**config.mk**
```make
export PLATFORM = sky130hd
export DESIGN_NAME = wb_rf_writer_flat
export DESIGN_NICKNAME = d
export VERILOG_FILES = /design/src/rtl/wb_rf_writer_pkg.sv /design/src/rtl/wb_rf_writer_if.sv /design/src/rtl/wb_rf_writer_load_align.sv /design/src/rtl/wb_rf_writer.sv /design/src/flat_wrapper.sv
export SDC_FILE = /design/constraint.sdc
export NUM_CORES = 1
export LEC_CHECK = 0
export CORE_ASPECT_RATIO = 2
export CORE_MARGIN = 1
export CORE_UTILIZATION = 35
export CTS_BUF_LIST = sky130_fd_sc_hd__clkbuf_8
export DETAILED_ROUTE_END_ITERATION = 6
export PLACE_DENSITY_LB_ADDON = 0.1
export SLEW_MARGIN = 15
export SYNTH_ARGS = -nofsm -noshare
export SYNTH_HDL_FRONTEND = slang
export SYNTH_SLANG_ARGS = --single-unit
```
**constraint.sdc**
```tcl
create_clock -name clk -period 3.8 [get_ports clk]
set_clock_uncertainty 0.1 [all_clocks]
set_input_delay 0.76 -clock clk [delete_from_list [all_inputs] [get_ports clk]]
set_output_delay 0.76 -clock clk [all_outputs]
set_load 0.005 [all_outputs]
```
**src/rtl/wb_rf_writer_pkg.sv**
```systemverilog
`default_nettype none
// ---------------------------------------------------------------------------
// wb_pkg : shared load-type codes, width defaults and FIFO entry type
// Rev 1.0 : initial release
// ---------------------------------------------------------------------------
package wb_pkg;

  localparam int WB_DATA_W = 32;
  localparam int WB_ADDR_W = 5;

  localparam logic [2:0] LT_LW  = 3'b000;
  localparam logic [2:0] LT_LH  = 3'b001;
  localparam logic [2:0] LT_LHU = 3'b010;
  localparam logic [2:0] LT_LB  = 3'b011;
  localparam logic [2:0] LT_LBU = 3'b100;

  typedef struct packed {
    logic [WB_ADDR_W-1:0] addr;
    logic [WB_DATA_W-1:0] data;
  } wb_entry_t;

endpackage
`default_nettype wire

```
**src/rtl/wb_rf_writer_if.sv**
```systemverilog
`default_nettype none
// ---------------------------------------------------------------------------
// wb_rf_writer_if : MEM-result input handshake and register-file write port
// Rev 1.0 : initial release
// ---------------------------------------------------------------------------
interface wb_rf_writer_if
  import wb_pkg::*;
#(
  parameter int DATA_W = WB_DATA_W,
  parameter int ADDR_W = WB_ADDR_W
) ();

  logic              in_valid;
  logic              in_ready;
  logic              in_wen;
  logic [ADDR_W-1:0] in_rd;
  logic              in_is_load;
  logic [2:0]        in_ld_type;
  logic [1:0]        in_byte_off;
  logic [DATA_W-1:0] in_alu_data;
  logic [DATA_W-1:0] in_mem_data;

  logic              rf_we;
  logic [ADDR_W-1:0] rf_waddr;
  logic [DATA_W-1:0] rf_wdata;
  logic              rf_ready;

  // Environment side: MEM stage producer and register-file consumer
  modport master (
    output in_valid, in_wen, in_rd, in_is_load, in_ld_type, in_byte_off,
           in_alu_data, in_mem_data, rf_ready,
    input  in_ready, rf_we, rf_waddr, rf_wdata
  );

  modport slave (
    input  in_valid, in_wen, in_rd, in_is_load, in_ld_type, in_byte_off,
           in_alu_data, in_mem_data, rf_ready,
    output in_ready, rf_we, rf_waddr, rf_wdata
  );

endinterface
`default_nettype wire

```
**src/rtl/wb_rf_writer_load_align.sv**
```systemverilog
`default_nettype none
// ---------------------------------------------------------------------------
// wb_load_align : extracts and sign/zero-extends the loaded byte/half/word
// Rev 1.0 : initial release
// ---------------------------------------------------------------------------
module wb_load_align
  import wb_pkg::*;
#(
  parameter int DATA_W = WB_DATA_W
) (
  input  logic [2:0]        ld_type_i,
  input  logic [1:0]        byte_off_i,
  input  logic [DATA_W-1:0] mem_data_i,
  output logic [DATA_W-1:0] data_o
);

  logic [15:0] half_w;
  logic [7:0]  byte_w;

  always_comb begin
    half_w = byte_off_i[1] ? mem_data_i[31:16] : mem_data_i[15:0];
    byte_w = mem_data_i[{byte_off_i, 3'b000} +: 8];
    data_o = mem_data_i;
    // Reserved encodings fall through to the full-word default
    case (ld_type_i)
      LT_LH:   data_o = {{(DATA_W-16){half_w[15]}}, half_w};
      LT_LHU:  data_o = {{(DATA_W-16){1'b0}}, half_w};
      LT_LB:   data_o = {{(DATA_W-8){byte_w[7]}}, byte_w};
      LT_LBU:  data_o = {{(DATA_W-8){1'b0}}, byte_w};
      default: data_o = mem_data_i;
    endcase
  end

endmodule
`default_nettype wire

```
**src/rtl/wb_rf_writer.sv**
```systemverilog
`default_nettype none
// ---------------------------------------------------------------------------
// wb_rf_writer : writeback FIFO driving the register-file write port.
// Optional bypass search enabled by defining WB_BYPASS_EN.
// Rev 1.0 : initial release
// ---------------------------------------------------------------------------
module wb_rf_writer
  import wb_pkg::*;
#(
  parameter int DEPTH  = 2,
  parameter int DATA_W = WB_DATA_W,
  parameter int ADDR_W = WB_ADDR_W
) (
  input  logic                   clk,
  input  logic                   reset,
  wb_rf_writer_if.slave          bus,
  output logic [$clog2(DEPTH):0] pending_cnt,
  input  logic [ADDR_W-1:0]      byp_raddr,
  output logic                   byp_hit,
  output logic [DATA_W-1:0]      byp_data
);

  localparam int PTR_W = $clog2(DEPTH);
  localparam int CNT_W = $clog2(DEPTH) + 1;

  wb_entry_t          fifo_q [DEPTH];
  logic [PTR_W-1:0]   wr_ptr_q, wr_ptr_d;
  logic [PTR_W-1:0]   rd_ptr_q, rd_ptr_d;
  logic [CNT_W-1:0]   cnt_q, cnt_d;

  logic [DATA_W-1:0]  ld_data;
  logic [DATA_W-1:0]  wdata_sel;
  logic               accept;
  logic               push;
  logic               pop;

  wb_load_align #(
    .DATA_W (DATA_W)
  ) u_align (
    .ld_type_i  (bus.in_ld_type),
    .byte_off_i (bus.in_byte_off),
    .mem_data_i (bus.in_mem_data),
    .data_o     (ld_data)
  );

  assign wdata_sel    = bus.in_is_load ? ld_data : bus.in_alu_data;

  // A full FIFO still accepts when the head drains in the same cycle
  assign bus.in_ready = (cnt_q < CNT_W'(DEPTH)) || bus.rf_ready;
  assign accept       = bus.in_valid && bus.in_ready;
  assign push         = accept && bus.in_wen && (bus.in_rd != '0);
  assign pop          = bus.rf_we && bus.rf_ready;

  assign bus.rf_we    = (cnt_q != '0);
  assign bus.rf_waddr = fifo_q[rd_ptr_q].addr;
  assign bus.rf_wdata = fifo_q[rd_ptr_q].data;
  assign pending_cnt  = cnt_q;

  always_comb begin
    wr_ptr_d = wr_ptr_q;
    rd_ptr_d = rd_ptr_q;
    cnt_d    = cnt_q;
    if (push) begin
      wr_ptr_d = wr_ptr_q + 1'b1;
    end
    if (pop) begin
      rd_ptr_d = rd_ptr_q + 1'b1;
    end
    case ({push, pop})
      2'b10:   cnt_d = cnt_q + 1'b1;
      2'b01:   cnt_d = cnt_q - 1'b1;
      default: cnt_d = cnt_q;
    endcase
  end

  always_ff @(posedge clk or negedge reset) begin
    if (!reset) begin
      wr_ptr_q <= '0;
      rd_ptr_q <= '0;
      cnt_q    <= '0;
      for (int i = 0; i < DEPTH; i++) begin
        fifo_q[i] <= '0;
      end
    end else begin
      wr_ptr_q <= wr_ptr_d;
      rd_ptr_q <= rd_ptr_d;
      cnt_q    <= cnt_d;
      if (push) begin
        fifo_q[wr_ptr_q].addr <= bus.in_rd;
        fifo_q[wr_ptr_q].data <= wdata_sel;
      end
    end
  end

`ifdef WB_BYPASS_EN
  // Walk oldest to youngest so the last match left standing is the youngest
  always_comb begin
    byp_hit  = 1'b0;
    byp_data = '0;
    for (int i = 0; i < DEPTH; i++) begin
      if ((CNT_W'(i) < cnt_q) && (byp_raddr != '0) &&
          (fifo_q[PTR_W'(rd_ptr_q + PTR_W'(i))].addr == byp_raddr)) begin
        byp_hit  = 1'b1;
        byp_data = fifo_q[PTR_W'(rd_ptr_q + PTR_W'(i))].data;
      end
    end
  end
`else
  logic unused_byp_raddr;
  assign unused_byp_raddr = ^byp_raddr;
  assign byp_hit          = 1'b0;
  assign byp_data         = '0;
`endif

endmodule
`default_nettype wire
```
**src/flat_wrapper.sv**
```systemverilog
// flat-port wrapper written by rule: the top's interface ports become plain ports
module wb_rf_writer_flat import wb_pkg::*;
#(
  parameter int DEPTH  = 2,
  parameter int DATA_W = WB_DATA_W,
  parameter int ADDR_W = WB_ADDR_W
)
  (clk, reset, pending_cnt, byp_raddr, byp_hit, byp_data, bus_in_valid, bus_in_wen, bus_in_rd, bus_in_is_load, bus_in_ld_type, bus_in_byte_off, bus_in_alu_data, bus_in_mem_data, bus_rf_ready, bus_in_ready, bus_rf_we, bus_rf_waddr, bus_rf_wdata);
  wb_rf_writer_if #(.DATA_W(DATA_W), .ADDR_W(ADDR_W)) bus_i ();
  input  logic clk;
  input  logic reset;
  output logic [$clog2(DEPTH):0] pending_cnt;
  input  logic [ADDR_W-1:0] byp_raddr;
  output logic byp_hit;
  output logic [DATA_W-1:0] byp_data;
  input wire logic [$bits(bus_i.in_valid)-1:0] bus_in_valid;
  input wire logic [$bits(bus_i.in_wen)-1:0] bus_in_wen;
  input wire logic [$bits(bus_i.in_rd)-1:0] bus_in_rd;
  input wire logic [$bits(bus_i.in_is_load)-1:0] bus_in_is_load;
  input wire logic [$bits(bus_i.in_ld_type)-1:0] bus_in_ld_type;
  input wire logic [$bits(bus_i.in_byte_off)-1:0] bus_in_byte_off;
  input wire logic [$bits(bus_i.in_alu_data)-1:0] bus_in_alu_data;
  input wire logic [$bits(bus_i.in_mem_data)-1:0] bus_in_mem_data;
  input wire logic [$bits(bus_i.rf_ready)-1:0] bus_rf_ready;
  output wire logic [$bits(bus_i.in_ready)-1:0] bus_in_ready;
  output wire logic [$bits(bus_i.rf_we)-1:0] bus_rf_we;
  output wire logic [$bits(bus_i.rf_waddr)-1:0] bus_rf_waddr;
  output wire logic [$bits(bus_i.rf_wdata)-1:0] bus_rf_wdata;
  assign bus_i.in_valid = bus_in_valid;
  assign bus_i.in_wen = bus_in_wen;
  assign bus_i.in_rd = bus_in_rd;
  assign bus_i.in_is_load = bus_in_is_load;
  assign bus_i.in_ld_type = bus_in_ld_type;
  assign bus_i.in_byte_off = bus_in_byte_off;
  assign bus_i.in_alu_data = bus_in_alu_data;
  assign bus_i.in_mem_data = bus_in_mem_data;
  assign bus_i.rf_ready = bus_rf_ready;
  assign bus_in_ready = bus_i.in_ready;
  assign bus_rf_we = bus_i.rf_we;
  assign bus_rf_waddr = bus_i.rf_waddr;
  assign bus_rf_wdata = bus_i.rf_wdata;
  wb_rf_writer #(.DEPTH(DEPTH), .DATA_W(DATA_W), .ADDR_W(ADDR_W)) u_core (.clk(clk), .reset(reset), .bus(bus_i), .pending_cnt(pending_cnt), .byp_raddr(byp_raddr), .byp_hit(byp_hit), .byp_data(byp_data));
endmodule
```
==> impl_results.html, run 1 <==
<table>
<tr><th>Metric</th><th>Value</th></tr>
<tr><th colspan="2">Logic synthesis</th></tr>
<tr><td>Number of instances in the synthesized netlist</td><td>448</td></tr>
<tr><td>Sequential share of the synthesized area</td><td>39.4%</td></tr>
<tr><td>Ys Warns</td><td>0</td></tr>
<tr><td>Library cell occupying the most area in the post-synthesis netlist</td><td>sky130_fd_sc_hd__dfrtp_1</td></tr>
<tr><td>Top cells by area in the synthesized netlist</td><td>sky130_fd_sc_hd__dfrtp_1 39%, sky130_fd_sc_hd__mux2_2 24%, sky130_fd_sc_hd__buf_4 5.8%</td></tr>
<tr><td>Most used DFF post-synth</td><td>sky130_fd_sc_hd__dfrtp_1</td></tr>
<tr><td>Syn_area_per_cell</td><td>11.0 sq um</td></tr>
<tr><td>Top-area cell type share of the netlist area</td><td>39.4%</td></tr>
<tr><td>Count of unique library cells instantiated by Yosys</td><td>48</td></tr>
<tr><td>Number of flops mapped to enable cells by yosys</td><td>0</td></tr>
<tr><td>Synthesized flop and latch total</td><td>78</td></tr>
<tr><td>Mapped Area</td><td>0.00495 sq mm</td></tr>
<tr><td>Asr flop ratio synth</td><td>between 90% and 100%</td></tr>
<tr><th colspan="2">Route</th></tr>
<tr><td>DRT iter0 DRCs</td><td>99</td></tr>
<tr><td>Total DRC errors in the routed layout</td><td>0</td></tr>
<tr><td>Post-detailed-route wirelength per cell</td><td>~19 um</td></tr>
<tr><td>Detailed-router iteration count before antenna repair</td><td>4</td></tr>
<tr><td>Final Routed Wirelength</td><td>~14 mm</td></tr>
<tr><td>Detail Route Antenna Nets</td><td>0</td></tr>
<tr><td>Vias after detailed routing</td><td>approximately 3800</td></tr>
<tr><td>Via/cell ratio</td><td>5.07</td></tr>
<tr><th colspan="2">STA</th></tr>
<tr><td>Final setup violation count</td><td>0</td></tr>
<tr><td>Tightest hold margin</td><td>between 0.15 and 0.2 ns</td></tr>
<tr><td>RSZ-0062 raised after global routing</td><td>false</td></tr>
<tr><td>Minimum clock period</td><td>3.00 ns</td></tr>
<tr><td>Post-route setup slack</td><td>0.799 ns</td></tr>
<tr><td>Final Hold Viols</td><td>0</td></tr>
<tr><td>Worst slew pin tran</td><td>0.856 ns</td></tr>
<tr><td>Setup_tns</td><td>0 ns</td></tr>
<tr><td>Max-slew violation count</td><td>0</td></tr>
<tr><td>Max transition margin</td><td>42.7%</td></tr>
<tr><td>Achievable frequency</td><td>0.333 GHz</td></tr>
<tr><td>Final period util</td><td>79.0%</td></tr>
<tr><th colspan="2">Floorplan</th></tr>
<tr><td>Floorplan Core Area</td><td>0.0138 sq mm</td></tr>
<tr><td>Top-level I/O count</td><td>roughly 160</td></tr>
<tr><td>Die area</td><td>0.0146 sq mm</td></tr>
<tr><td>Starting density of the core</td><td>35.8%</td></tr>
<tr><td>Die extent in y</td><td>about 170 um</td></tr>
<tr><td>Site Rows</td><td>61</td></tr>
<tr><td>DIE WIDTH</td><td>86.1 um</td></tr>
<tr><th colspan="2">Setup path</th></tr>
<tr><td>CP max stage cell</td><td>sky130_fd_sc_hd__dfrtp_2</td></tr>
<tr><td>Critical path start-end classification</td><td>reg -&gt; out</td></tr>
<tr><td>Cells traversed along the worst timing path</td><td>buf_12 -&gt; mux2_2 -&gt; clkdlybuf4s50_1</td></tr>
<tr><td>Highest cell delay on the worst timing path</td><td>slightly below 0.7 ns</td></tr>
<tr><td>Worst setup EP type</td><td>output pin</td></tr>
<tr><td>Maximum fanout encountered on the critical timing path</td><td>21</td></tr>
<tr><td>Data required time at the worst endpoint</td><td>2.94 ns</td></tr>
<tr><td>Data arrival time at the worst-slack endpoint</td><td>roughly 2.1 ns</td></tr>
<tr><td>Critical Path Source Type</td><td>flip-flop</td></tr>
<tr><th colspan="2">Clocking</th></tr>
<tr><td>Htree depth</td><td>3</td></tr>
<tr><td>Clock tree root buffer cell</td><td>sky130_fd_sc_hd__clkbuf_8</td></tr>
<tr><td>Number of buffers on the longest clock path</td><td>2</td></tr>
<tr><td>Clock net sink count</td><td>78</td></tr>
<tr><td>Hold Buf Count CTS</td><td>0</td></tr>
<tr><td>Insertion delay to the later sink of the worst-skew pair</td><td>0.35 ns</td></tr>
<tr><td>Number of post-CTS setup repair buffers</td><td>0</td></tr>
<tr><td>Gates resized, CTS repair</td><td>0</td></tr>
<tr><td>CTS tree</td><td>done</td></tr>
<tr><td>Inserted Clock Buffers</td><td>9</td></tr>
<tr><td>Clk pin slew, worst setup/hold paths</td><td>0.09 ns</td></tr>
<tr><th colspan="2">Power</th></tr>
<tr><td>Switching component of the power</td><td>1.22 mW</td></tr>
<tr><td>Peak supply drop</td><td>a little over 300 uV</td></tr>
<tr><td>Part of the power in the clock network</td><td>17.1%</td></tr>
<tr><td>Combinational share of power</td><td>47.2%</td></tr>
<tr><td>Total design power</td><td>4.16 mW</td></tr>
<tr><td>Static leakage power</td><td>2.69 nW</td></tr>
<tr><td>Switching part of the total power</td><td>29.4%</td></tr>
<tr><td>Proportion of power drawn by flip-flops and latches</td><td>between 30% and 40%</td></tr>
<tr><td>Total internal power</td><td>2.94 mW</td></tr>
<tr><td>PD cells</td><td>around 640 mW/mm^2</td></tr>
<tr><th colspan="2">Layout</th></tr>
<tr><td>Post-route non-filler standard cell count</td><td>758</td></tr>
<tr><td>Layout Area Growth over Synthesis</td><td>30.6%</td></tr>
<tr><td>Most frequent cells in the layout</td><td>119 x sky130_fd_sc_hd__clkdlybuf4s50_1, 105 x sky130_fd_sc_hd__mux2_2, 77 x sky130_fd_sc_hd__dfrtp_1</td></tr>
<tr><td>Proportion of layout cells with a drive suffix above 1</td><td>27.2%</td></tr>
<tr><td>Number of antenna diodes</td><td>0</td></tr>
<tr><td>Cell area after layout</td><td>0.00646 sq mm</td></tr>
<tr><td>Post-layout net count</td><td>650</td></tr>
<tr><td>Fillcell total</td><td>1320</td></tr>
<tr><td>Most common library cell in the layout ignoring fill and taps</td><td>sky130_fd_sc_hd__clkdlybuf4s50_1</td></tr>
<tr><td>Layout Utilization</td><td>46.8%</td></tr>
<tr><th colspan="2">Run status</th></tr>
<tr><td>Run status</td><td>complete, no violations</td></tr>
<tr><th colspan="2">Place</th></tr>
<tr><td>Count of buffers inserted at the top-level ports</td><td>120</td></tr>
<tr><td>Placed inst area</td><td>~0.0062 sq mm</td></tr>
<tr><td>Inst Count DP</td><td>741</td></tr>
<tr><td>Final RePlAce weighted congestion</td><td>0.890</td></tr>
<tr><td>Worst slack at placement</td><td>0.455 ns</td></tr>
<tr><td>Detailed Place HPWL</td><td>10.7 mm</td></tr>
<tr><th colspan="2">Global route</th></tr>
<tr><td>Overall Global Routing Usage</td><td>20.0%</td></tr>
<tr><td>First-pass GRT wire length</td><td>21.9 mm</td></tr>
<tr><td>Antenna violations before repair</td><td>0</td></tr>
<tr><td>Overall overflow remaining after global route</td><td>0</td></tr>
<tr><td>Via count of the first global-routing pass</td><td>3981</td></tr>
<tr><td>Maximum number of pins on one net before global-route repair</td><td>roughly 80</td></tr>
<tr><th colspan="2">Job</th></tr>
<tr><td>Number of maximum-capacitance violations</td><td>0</td></tr>
<tr><th colspan="2">Min path</th></tr>
<tr><td>Hold WC Path Type</td><td>in -&gt; async</td></tr>
</table>
critical path: cells and delay by family, from the launching register on:
kind / cells / cell delay [ns]
buffers and inverters: 2 / 0.73
DFF: 1 / 0.69
muxes: 1 / 0.35
area by class of cell:
cell class | count | area, sq um | area share (%)
clock buffer | 10 | 138 | 2.13
clock inverter | 6 | 85.1 | 1.32
inverter | 9 | 33.8 | 0.523
multi-input combinational | 330 | 2670 | 41.3
sequential | 78 | 1950 | 30.2
tap | 189 | 236 | 3.66
timing repair buffer | 136 | 1350 | 20.9
cells by family (layout without fill, tap and decap cells):
kind of cell | Yosys count | count (layout) | share of synthesized area [%]
AO/OA/AOI/OAI | 83 | 83 | 12.8
XOR/XNOR | 9 | 9 | 2.12
adder cells (fa/ha/maj) | 1 | 1 | 0.253
buffers and inverters | 72 | 161 | 9.20
flip-flops | 78 | 78 | 39.4
multiplexers | 127 | 127 | 28.7
other | 1 | 33 | 0.0758
AND/OR/NAND/NOR | 77 | 77 | 7.31
worst paths after layout:
path / slack (ns) / start / end / depth (start not counted)
setup / recovery: 0.80 / u_core.rd_ptr_q$_DFFE_PN0P_ / bus_rf_wdata[13] / 3
hold / removal: 0.18 / reset / u_core.fifo_q[20]$_DFFE_PN0P_ / 1
setup reg to reg: 1.82 / u_core.pending_cnt[1]$_DFFE_PN0P_ / u_core.fifo_q[11]$_DFFE_PN0P_ / 5
hold reg to reg: 0.39 / u_core.fifo_q[10]$_DFFE_PN0P_ / u_core.fifo_q[10]$_DFFE_PN0P_ / 1
max in group asynchronous: 2.83 / reset / u_core.fifo_q[37]$_DFFE_PN0P_ / 2
min in group clk: 0.39 / u_core.fifo_q[10]$_DFFE_PN0P_ / u_core.fifo_q[10]$_DFFE_PN0P_ / 1
cell usage after synthesis, types with 2 or more instances:
cell type,count
sky130_fd_sc_hd__o31ai_1,8
sky130_fd_sc_hd__nor2_2,2
sky130_fd_sc_hd__mux2i_1,15
sky130_fd_sc_hd__nor2b_1,3
sky130_fd_sc_hd__nor2_1,29
sky130_fd_sc_hd__dfrtp_1,78
sky130_fd_sc_hd__clkbuf_1,11
sky130_fd_sc_hd__nand2_1,12
sky130_fd_sc_hd__inv_1,8
sky130_fd_sc_hd__xor2_1,2
sky130_fd_sc_hd__o22ai_1,7
sky130_fd_sc_hd__mux2_2,105
sky130_fd_sc_hd__mux2_1,6
sky130_fd_sc_hd__a21oi_1,14
sky130_fd_sc_hd__buf_2,9
sky130_fd_sc_hd__and2_1,2
sky130_fd_sc_hd__a21o_1,7
sky130_fd_sc_hd__o221a_2,7
sky130_fd_sc_hd__buf_6,4
sky130_fd_sc_hd__nand4_1,3
sky130_fd_sc_hd__nor3_1,17
sky130_fd_sc_hd__or2_1,2
sky130_fd_sc_hd__o21ai_0,9
sky130_fd_sc_hd__buf_4,38
sky130_fd_sc_hd__o221ai_1,7
sky130_fd_sc_hd__o2bb2ai_1,17
sky130_fd_sc_hd__xnor2_1,5
sequential cells by signal (all words and copies together) (netlist names):
| signal | cells |
|---|---|
| u_core.pending_cnt | 2 |
| u_core.rd_ptr_q | 1 |
| u_core.wr_ptr_q | 1 |
| u_core.fifo_q | 74 |
power by group through the flow:
stage | logic (mW) | clock network [mW] | registers (mW)
6_report | 1.96 | 0.711 | 1.48
5_1_grt | 2.12 | 0.759 | 1.55
4_1_cts | 2.01 | 0.728 | 1.49
3_5_place_dp | 2.00 | 0 | 1.50
3_3_place_gp | 1.97 | 0 | 1.47
2_1_floorplan | 1.12 | 0 | 1.39
layer usage:
layer  track usage, %  wire (um)  up-vias
li1                 -          -     1804
met1             21.9       5320     1858
met3             3.88        655       39
met2             34.2       7280      140
met4             13.7        923        0
met5                0          0        -
(Power assumes the default switching activity.)
==> inputs of run 2 (changes only) <==
clock period = 2.8 ns   (was 3.8 ns; I/O delays follow)
==> impl_results.html, run 2 (same netlist as run 1, synthesis figures left out) <==
<table>
<tr><th>Metric</th><th>Value</th></tr>
<tr><th colspan="2">Run status</th></tr>
<tr><td>Run status</td><td>complete, no violations</td></tr>
<tr><th colspan="2">Layout</th></tr>
<tr><td>Most common library cell in the layout ignoring fill and taps</td><td>sky130_fd_sc_hd__clkdlybuf4s50_1</td></tr>
<tr><td>Largest Register</td><td>u_core.fifo_q</td></tr>
<tr><td>Most frequent cells in the layout</td><td>119 x sky130_fd_sc_hd__clkdlybuf4s50_1, 105 x sky130_fd_sc_hd__mux2_2, 77 x sky130_fd_sc_hd__dfrtp_1</td></tr>
<tr><td>Number of antenna diodes</td><td>0 (unchanged)</td></tr>
<tr><td>Layout Area Growth over Synthesis</td><td>35.0%</td></tr>
<tr><td>Fillcell total</td><td>1297 (-1.7%)</td></tr>
<tr><td>Post-layout net count</td><td>680 (+4.6%)</td></tr>
<tr><td>Layout Utilization</td><td>48.4% (+1.6 points)</td></tr>
<tr><td>Flip-flop count of the largest register, all copies and words added</td><td>74 (unchanged)</td></tr>
<tr><td>Proportion of layout cells with a drive suffix above 1</td><td>30.9% (+3.6 points)</td></tr>
<tr><th colspan="2">Clocking</th></tr>
<tr><td>Inserted Clock Buffers</td><td>9 (unchanged)</td></tr>
<tr><td>Htree depth</td><td>3 (unchanged)</td></tr>
<tr><td>Insertion delay to the later sink of the worst-skew pair</td><td>0.36 ns (about the same)</td></tr>
<tr><td>Clk pin slew, worst setup/hold paths</td><td>0.09 ns (about the same)</td></tr>
<tr><td>Number of post-CTS setup repair buffers</td><td>0 (unchanged)</td></tr>
<tr><td>CTS tree</td><td>done</td></tr>
<tr><td>Gates resized, CTS repair</td><td>0 (unchanged)</td></tr>
<tr><td>Clock net sink count</td><td>78 (unchanged)</td></tr>
<tr><td>Clock tree root buffer cell</td><td>sky130_fd_sc_hd__clkbuf_8</td></tr>
<tr><td>Number of buffers on the longest clock path</td><td>2 (unchanged)</td></tr>
<tr><td>Hold Buf Count CTS</td><td>0 (unchanged)</td></tr>
<tr><th colspan="2">Place</th></tr>
<tr><td>Detailed Place HPWL</td><td>11.3 mm (+4.9%)</td></tr>
<tr><td>Count of buffers inserted at the top-level ports</td><td>120 (unchanged)</td></tr>
<tr><td>Final RePlAce weighted congestion</td><td>0.903 (+1.5%)</td></tr>
<tr><th colspan="2">Route</th></tr>
<tr><td>Top routing layer in use</td><td>met4</td></tr>
<tr><td>WL met2</td><td>8.18 mm (+12%)</td></tr>
<tr><td>Via/cell ratio</td><td>5.02 (-0.93%)</td></tr>
<tr><td>Met1 Wirelength</td><td>5.41 mm (+1.7%)</td></tr>
<tr><td>Vias after detailed routing</td><td>3956 (+3.0%)</td></tr>
<tr><td>Met3 Wirelength</td><td>667 um (+1.8%)</td></tr>
<tr><td>Post-detailed-route wirelength per cell</td><td>18.4 um (-1.4%)</td></tr>
<tr><td>Detail Route Antenna Nets</td><td>0 (unchanged)</td></tr>
<tr><td>Final Routed Wirelength</td><td>14.5 mm (+2.5%)</td></tr>
<tr><td>DRT iter0 DRCs</td><td>113 (+14%)</td></tr>
<tr><td>Total DRC errors in the routed layout</td><td>0 (unchanged)</td></tr>
<tr><td>Detailed-router iteration count before antenna repair</td><td>4 (unchanged)</td></tr>
<tr><th colspan="2">Floorplan</th></tr>
<tr><td>Site Rows</td><td>61 (unchanged)</td></tr>
<tr><td>Floorplan Core Area</td><td>0.0138 sq mm (unchanged)</td></tr>
<tr><td>Die extent in y</td><td>170 um (unchanged)</td></tr>
<tr><td>Die area</td><td>0.0146 sq mm (unchanged)</td></tr>
<tr><td>Starting density of the core</td><td>35.8% (unchanged)</td></tr>
<tr><td>DIE WIDTH</td><td>86.1 um (unchanged)</td></tr>
<tr><td>Top-level I/O count</td><td>159 (unchanged)</td></tr>
<tr><th colspan="2">Setup path</th></tr>
<tr><td>Critical Path Source Type</td><td>flip-flop</td></tr>
<tr><td>CP max stage cell</td><td>sky130_fd_sc_hd__clkdlybuf4s50_1</td></tr>
<tr><td>Critical R2R Launch</td><td>u_core.pending_cnt[1]$_DFFE_PN0P_</td></tr>
<tr><td>Maximum fanout encountered on the critical timing path</td><td>19 (-9.5%)</td></tr>
<tr><td>Source of the critical timing path</td><td>u_core.rd_ptr_q$_DFFE_PN0P_</td></tr>
<tr><td>Critical path start-end classification</td><td>reg -&gt; out</td></tr>
<tr><td>Destination of the worst register-to-register timing path</td><td>u_core.fifo_q[8]$_DFFE_PN0P_</td></tr>
<tr><td>Worst R2R Setup Slack</td><td>0.99 ns (-0.83 ns)</td></tr>
<tr><td>Data arrival time at the worst-slack endpoint</td><td>1.88 ns (-0.26 ns)</td></tr>
<tr><td>Cells traversed along the worst timing path</td><td>buf_4 -&gt; mux2_2 -&gt; clkdlybuf4s50_1</td></tr>
<tr><td>Data required time at the worst endpoint</td><td>2.14 ns (-0.80 ns)</td></tr>
<tr><td>Worst setup EP type</td><td>output pin</td></tr>
<tr><td>Cell family with the largest share of critical-path delay</td><td>buffers and inverters</td></tr>
<tr><td>Highest cell delay on the worst timing path</td><td>0.46 ns (-0.23 ns)</td></tr>
<tr><td>R2R depth</td><td>5 (unchanged)</td></tr>
<tr><td>Count of buffering cells on the critical path with inverters included</td><td>2 (unchanged)</td></tr>
<tr><th colspan="2">Power</th></tr>
<tr><td>Peak supply drop</td><td>418 uV (+36%)</td></tr>
<tr><td>Total design power</td><td>5.68 mW (+37%)</td></tr>
<tr><td>Static leakage power</td><td>2.82 nW (+5.0%)</td></tr>
<tr><td>PD cells</td><td>851 mW/mm^2 (+32%)</td></tr>
<tr><th colspan="2">Global route</th></tr>
<tr><td>Overall Global Routing Usage</td><td>20.8% (+0.80 points)</td></tr>
<tr><td>Overall overflow remaining after global route</td><td>0 (unchanged)</td></tr>
<tr><td>Via count of the first global-routing pass</td><td>4072 (+2.3%)</td></tr>
<tr><td>Antenna violations before repair</td><td>0 (unchanged)</td></tr>
<tr><td>Maximum number of pins on one net before global-route repair</td><td>41 (-48%)</td></tr>
<tr><td>First-pass GRT wire length</td><td>22.6 mm (+3.3%)</td></tr>
<tr><th colspan="2">Min path</th></tr>
<tr><td>Hold WC Path Type</td><td>in -&gt; async</td></tr>
<tr><th colspan="2">STA</th></tr>
<tr><td>Achievable frequency</td><td>0.394 GHz</td></tr>
<tr><td>Worst slew pin tran</td><td>0.517 ns (-0.339 ns)</td></tr>
<tr><td>Minimum clock period</td><td>2.54 ns</td></tr>
<tr><td>Tightest hold margin</td><td>0.0635 ns (-0.118 ns)</td></tr>
<tr><td>Max transition margin</td><td>65.5% (+23 points)</td></tr>
<tr><td>RSZ-0062 raised after global routing</td><td>false</td></tr>
<tr><td>Final Hold Viols</td><td>0 (unchanged)</td></tr>
<tr><td>Final setup violation count</td><td>0 (unchanged)</td></tr>
<tr><td>Final period util</td><td>90.6%</td></tr>
<tr><td>Max-slew violation count</td><td>0 (unchanged)</td></tr>
<tr><td>Setup_tns</td><td>0 ns (unchanged)</td></tr>
<tr><th colspan="2">Job</th></tr>
<tr><td>Number of maximum-capacitance violations</td><td>0 (unchanged)</td></tr>
</table>
==> run 2: cell count changes in the layout (fill, tap and decap cells not counted), sizes merged <==
cell,before,now
clkbuf,10,9
clkinvlp,1,2
buf,17,47
==> run 2: cell type report <==
| class | count | area, sq um | area share, % |
|---|---|---|---|
| clock buffer | 9 | 124 | 1.85 |
| inverter | 9 | 33.8 | 0.506 |
| sequential | 78 | 1950 | 29.2 |
| timing repair buffer | 166 | 1570 | 23.5 |
| clock inverter | 7 | 98.8 | 1.48 |
| tap | 189 | 236 | 3.54 |
| multi-input combinational | 330 | 2670 | 39.9 |
==> run 2: power by group <==
part | switching (mW) | total, mW | internal, mW
logic | 0.955 | 2.76 | 1.81
clock network | 0.456 | 0.963 | 0.507
registers | 0.273 | 1.96 | 1.69
total | 1.68 | 5.68 | 4.00
==> run 2: layer usage <==
layer	up-vias	global-route usage [%]
li1	1862	-
met1	1940	22.9
met2	139	39.0
met3	15	3.49
met4	0	7.39
met5	-	0
==> run 2: worst max path at each step <==
stage	to	slack (ns)	depth (start not counted)
4_1_cts	bus_rf_wdata[28]	0.24	3
2_1_floorplan	bus_rf_wdata[10]	0.75	3
3_3_place_gp	u_core.fifo_q[8]$_DFFE_PN0P_	0.04	8
5_1_grt	bus_rf_wdata[3]	0.19	3
3_5_place_dp	u_core.fifo_q[8]$_DFFE_PN0P_	0.01	8
6_report	bus_rf_wdata[26]	0.26	3
==> run 2: metrics by stage <==
stage | setup WS (ns) | cell area (sq um) | cells
after CTS | 0.235 | 6680 | 788
after global routing | 0.194 | 6680 | 788
after floorplan | 0.754 | 5070 | 480
after detailed placement | 0.00992 | 6460 | 772
final | 0.263 | 6680 | 788
after global placement | 0.0358 | 6460 | 772
==> inputs of run 3 (changes only) <==
SLEW_MARGIN = not set   (was 15)
clock period = 2.5 ns   (was 2.8 ns; I/O delays follow)
==> impl_results.html, run 3 (same netlist as run 1, synthesis figures left out) <==
<table>
<tr><th>Metric</th><th>Value</th></tr>
<tr><th colspan="2">STA</th></tr>
<tr><td>Setup_tns</td><td>0 ns (unchanged)</td></tr>
<tr><td>Achievable frequency</td><td>0.412 GHz</td></tr>
<tr><td>RSZ-0062 raised after global routing</td><td>false</td></tr>
<tr><td>Final setup violation count</td><td>0 (unchanged)</td></tr>
<tr><td>Tightest hold margin</td><td>0.0173 ns (-0.0462 ns)</td></tr>
<tr><td>Max transition margin</td><td>64.4% (-1.1 points)</td></tr>
<tr><td>Worst slew pin tran</td><td>0.533 ns (+0.0167 ns)</td></tr>
<tr><td>Final Hold Viols</td><td>0 (unchanged)</td></tr>
<tr><td>Max-slew violation count</td><td>0 (unchanged)</td></tr>
<tr><td>Minimum clock period</td><td>2.43 ns</td></tr>
<tr><td>Final period util</td><td>97.2%</td></tr>
<tr><th colspan="2">Place</th></tr>
<tr><td>Inst Count DP</td><td>782 (+1.3%)</td></tr>
<tr><td>Count of buffers inserted at the top-level ports</td><td>120 (unchanged)</td></tr>
<tr><td>Detailed Place HPWL</td><td>11.6 mm (+3.2%)</td></tr>
<tr><td>Final RePlAce weighted congestion</td><td>0.939 (+4.0%)</td></tr>
<tr><td>Placed inst area</td><td>0.00662 sq mm (+2.5%)</td></tr>
<tr><th colspan="2">Floorplan</th></tr>
<tr><td>Floorplan Core Area</td><td>0.0138 sq mm (unchanged)</td></tr>
<tr><td>DIE WIDTH</td><td>86.1 um (unchanged)</td></tr>
<tr><td>Starting density of the core</td><td>35.8% (unchanged)</td></tr>
<tr><td>Top-level I/O count</td><td>159 (unchanged)</td></tr>
<tr><td>Die extent in y</td><td>170 um (unchanged)</td></tr>
<tr><td>Die area</td><td>0.0146 sq mm (unchanged)</td></tr>
<tr><td>Site Rows</td><td>61 (unchanged)</td></tr>
<tr><th colspan="2">Setup path</th></tr>
<tr><td>Worst setup EP type</td><td>output pin</td></tr>
<tr><td>Data required time at the worst endpoint</td><td>1.90 ns (-0.24 ns)</td></tr>
<tr><td>Critical Path Source Type</td><td>flip-flop</td></tr>
<tr><td>Highest cell delay on the worst timing path</td><td>0.45 ns (about the same)</td></tr>
<tr><td>CP max stage cell</td><td>sky130_fd_sc_hd__clkdlybuf4s50_1</td></tr>
<tr><td>Cells traversed along the worst timing path</td><td>buf_6 -&gt; mux2_2 -&gt; clkdlybuf4s50_1</td></tr>
<tr><td>Data arrival time at the worst-slack endpoint</td><td>1.83 ns (-0.05 ns)</td></tr>
<tr><td>Critical R2R Launch</td><td>u_core.pending_cnt[1]$_DFFE_PN0P_</td></tr>
<tr><td>Cell family with the largest share of critical-path delay</td><td>buffers and inverters</td></tr>
<tr><td>Destination of the worst register-to-register timing path</td><td>u_core.fifo_q[58]$_DFFE_PN0P_</td></tr>
<tr><td>Maximum fanout encountered on the critical timing path</td><td>18 (-1)</td></tr>
<tr><td>Count of buffering cells on the critical path with inverters included</td><td>2 (unchanged)</td></tr>
<tr><td>Critical path start-end classification</td><td>reg -&gt; out</td></tr>
<tr><td>R2R depth</td><td>6 (+1)</td></tr>
<tr><td>Worst R2R Setup Slack</td><td>0.68 ns (-0.31 ns)</td></tr>
<tr><th colspan="2">Global route</th></tr>
<tr><td>Maximum number of pins on one net before global-route repair</td><td>41 (unchanged)</td></tr>
<tr><td>Overall overflow remaining after global route</td><td>0 (unchanged)</td></tr>
<tr><td>Antenna violations before repair</td><td>0 (unchanged)</td></tr>
<tr><td>Via count of the first global-routing pass</td><td>4334 (+6.4%)</td></tr>
<tr><td>Overall Global Routing Usage</td><td>21.0% (+0.23 points)</td></tr>
<tr><td>First-pass GRT wire length</td><td>23.0 mm (+1.7%)</td></tr>
<tr><th colspan="2">Clocking</th></tr>
<tr><td>Clock tree root buffer cell</td><td>sky130_fd_sc_hd__clkbuf_8</td></tr>
<tr><td>Clk pin slew, worst setup/hold paths</td><td>0.10 ns (about the same)</td></tr>
<tr><td>Insertion delay to the later sink of the worst-skew pair</td><td>0.36 ns (about the same)</td></tr>
<tr><td>Hold Buf Count CTS</td><td>0 (unchanged)</td></tr>
<tr><td>Clock net sink count</td><td>78 (unchanged)</td></tr>
<tr><td>Number of post-CTS setup repair buffers</td><td>0 (unchanged)</td></tr>
<tr><td>Gates resized, CTS repair</td><td>1 (+1)</td></tr>
<tr><td>Htree depth</td><td>3 (unchanged)</td></tr>
<tr><td>CTS tree</td><td>done</td></tr>
<tr><td>Number of buffers on the longest clock path</td><td>2 (unchanged)</td></tr>
<tr><td>Inserted Clock Buffers</td><td>9 (unchanged)</td></tr>
<tr><th colspan="2">Layout</th></tr>
<tr><td>Layout Area Growth over Synthesis</td><td>37.5%</td></tr>
<tr><td>Proportion of layout cells with a drive suffix above 1</td><td>32.2% (+1.3 points)</td></tr>
<tr><td>Post-route non-filler standard cell count</td><td>798 (+1.3%)</td></tr>
<tr><td>Post-layout net count</td><td>690 (+1.5%)</td></tr>
<tr><td>Most common library cell in the layout ignoring fill and taps</td><td>sky130_fd_sc_hd__clkdlybuf4s50_1</td></tr>
<tr><td>Cell area after layout</td><td>0.00681 sq mm (+1.9%)</td></tr>
<tr><td>Layout Utilization</td><td>49.3% (+0.91 points)</td></tr>
<tr><td>Flip-flop count of the largest register, all copies and words added</td><td>74 (unchanged)</td></tr>
<tr><td>Largest Register</td><td>u_core.fifo_q</td></tr>
<tr><td>Most frequent cells in the layout</td><td>119 x sky130_fd_sc_hd__clkdlybuf4s50_1, 105 x sky130_fd_sc_hd__mux2_2, 77 x sky130_fd_sc_hd__dfrtp_1</td></tr>
<tr><td>Number of antenna diodes</td><td>0 (unchanged)</td></tr>
<tr><th colspan="2">Route</th></tr>
<tr><td>DRT iter0 DRCs</td><td>160 (+42%)</td></tr>
<tr><td>Via/cell ratio</td><td>4.97 (-1.1%)</td></tr>
<tr><td>Post-detailed-route wirelength per cell</td><td>18.4 um (-0.45%)</td></tr>
<tr><td>Detail Route Antenna Nets</td><td>0 (unchanged)</td></tr>
<tr><td>Detailed-router iteration count before antenna repair</td><td>4 (unchanged)</td></tr>
<tr><td>Total DRC errors in the routed layout</td><td>0 (unchanged)</td></tr>
<tr><td>Final Routed Wirelength</td><td>14.7 mm (+0.81%)</td></tr>
<tr><td>Vias after detailed routing</td><td>3964 (+0.20%)</td></tr>
<tr><th colspan="2">Job</th></tr>
<tr><td>Number of maximum-capacitance violations</td><td>0 (unchanged)</td></tr>
<tr><th colspan="2">Run status</th></tr>
<tr><td>Run status</td><td>complete, no violations</td></tr>
<tr><th colspan="2">Min path</th></tr>
<tr><td>Hold WC Path Type</td><td>in -&gt; async</td></tr>
<tr><th colspan="2">Power</th></tr>
<tr><td>Peak supply drop</td><td>451 uV (+8.1%)</td></tr>
<tr><td>Static leakage power</td><td>2.88 nW (+2.2%)</td></tr>
<tr><td>PD cells</td><td>919 mW/mm^2 (+8.0%)</td></tr>
</table>
[run 3: changes by cell type in the layout (fill, tap and decap cells not counted), sizes merged]
cell	delta
buf	+10
bufinv	-2
clkinv	+2
[run 3: worst reg2reg max path: stages, from the launching register on]
cell	delay, ns
sky130_fd_sc_hd__dfrtp_1	0.43
sky130_fd_sc_hd__nand2b_1	0.10
sky130_fd_sc_hd__nand4_1	0.16
sky130_fd_sc_hd__buf_4	0.19
sky130_fd_sc_hd__nor2_4	0.17
sky130_fd_sc_hd__buf_12	0.20
sky130_fd_sc_hd__mux2_2	0.36
[run 3: report_power, final]
group	internal [mW]	switching [mW]
Clock	0.372	0.518
Combinational	2.09	1.08
Sequential	1.89	0.301
Total	4.35	1.90
[run 3: cell type report]
type / count / area (sq um)
inverter: 9 / 33.8
fill: 1313 / 7010
multi-input combinational: 330 / 2670
timing repair buffer: 176 / 1740
clock inverter: 7 / 57.6
tap: 189 / 236
clock buffer: 9 / 124
sequential: 78 / 1950
[run 3: through the flow]
step	setup WS [ns]	total power [mW]
2_1_floorplan	0.514	3.82
3_3_place_gp	-0.143	5.36
3_5_place_dp	-0.174	5.44
4_1_cts	0.0226	6.37
5_1_grt	0.00667	6.67
6_report	0.0711	6.25
[run 3: routing by layer]
metal | routed length, um | GRT usage [%]
met3 | 573 | 3.39
met5 | 0 | 0
met4 | 515 | 9.86
met1 | 5270 | 21.4
met2 | 8290 | 40.3
[run 3: how the worst max path moves through the flow]
stage	cells after the start	startpoint	endpoint	slack, ns
6_report	3	u_core.rd_ptr_q$_DFFE_PN0P_	bus_rf_wdata[4]	0.07
5_1_grt	3	u_core.rd_ptr_q$_DFFE_PN0P_	bus_rf_wdata[4]	0.007
4_1_cts	3	u_core.rd_ptr_q$_DFFE_PN0P_	bus_rf_wdata[4]	0.02
3_5_place_dp	8	bus_in_ld_type[0]	u_core.fifo_q[9]$_DFFE_PN0P_	-0.17
3_3_place_gp	8	bus_in_ld_type[0]	u_core.fifo_q[12]$_DFFE_PN0P_	-0.14
2_1_floorplan	3	u_core.rd_ptr_q$_DFFE_PN0P_	bus_rf_wdata[10]	0.51
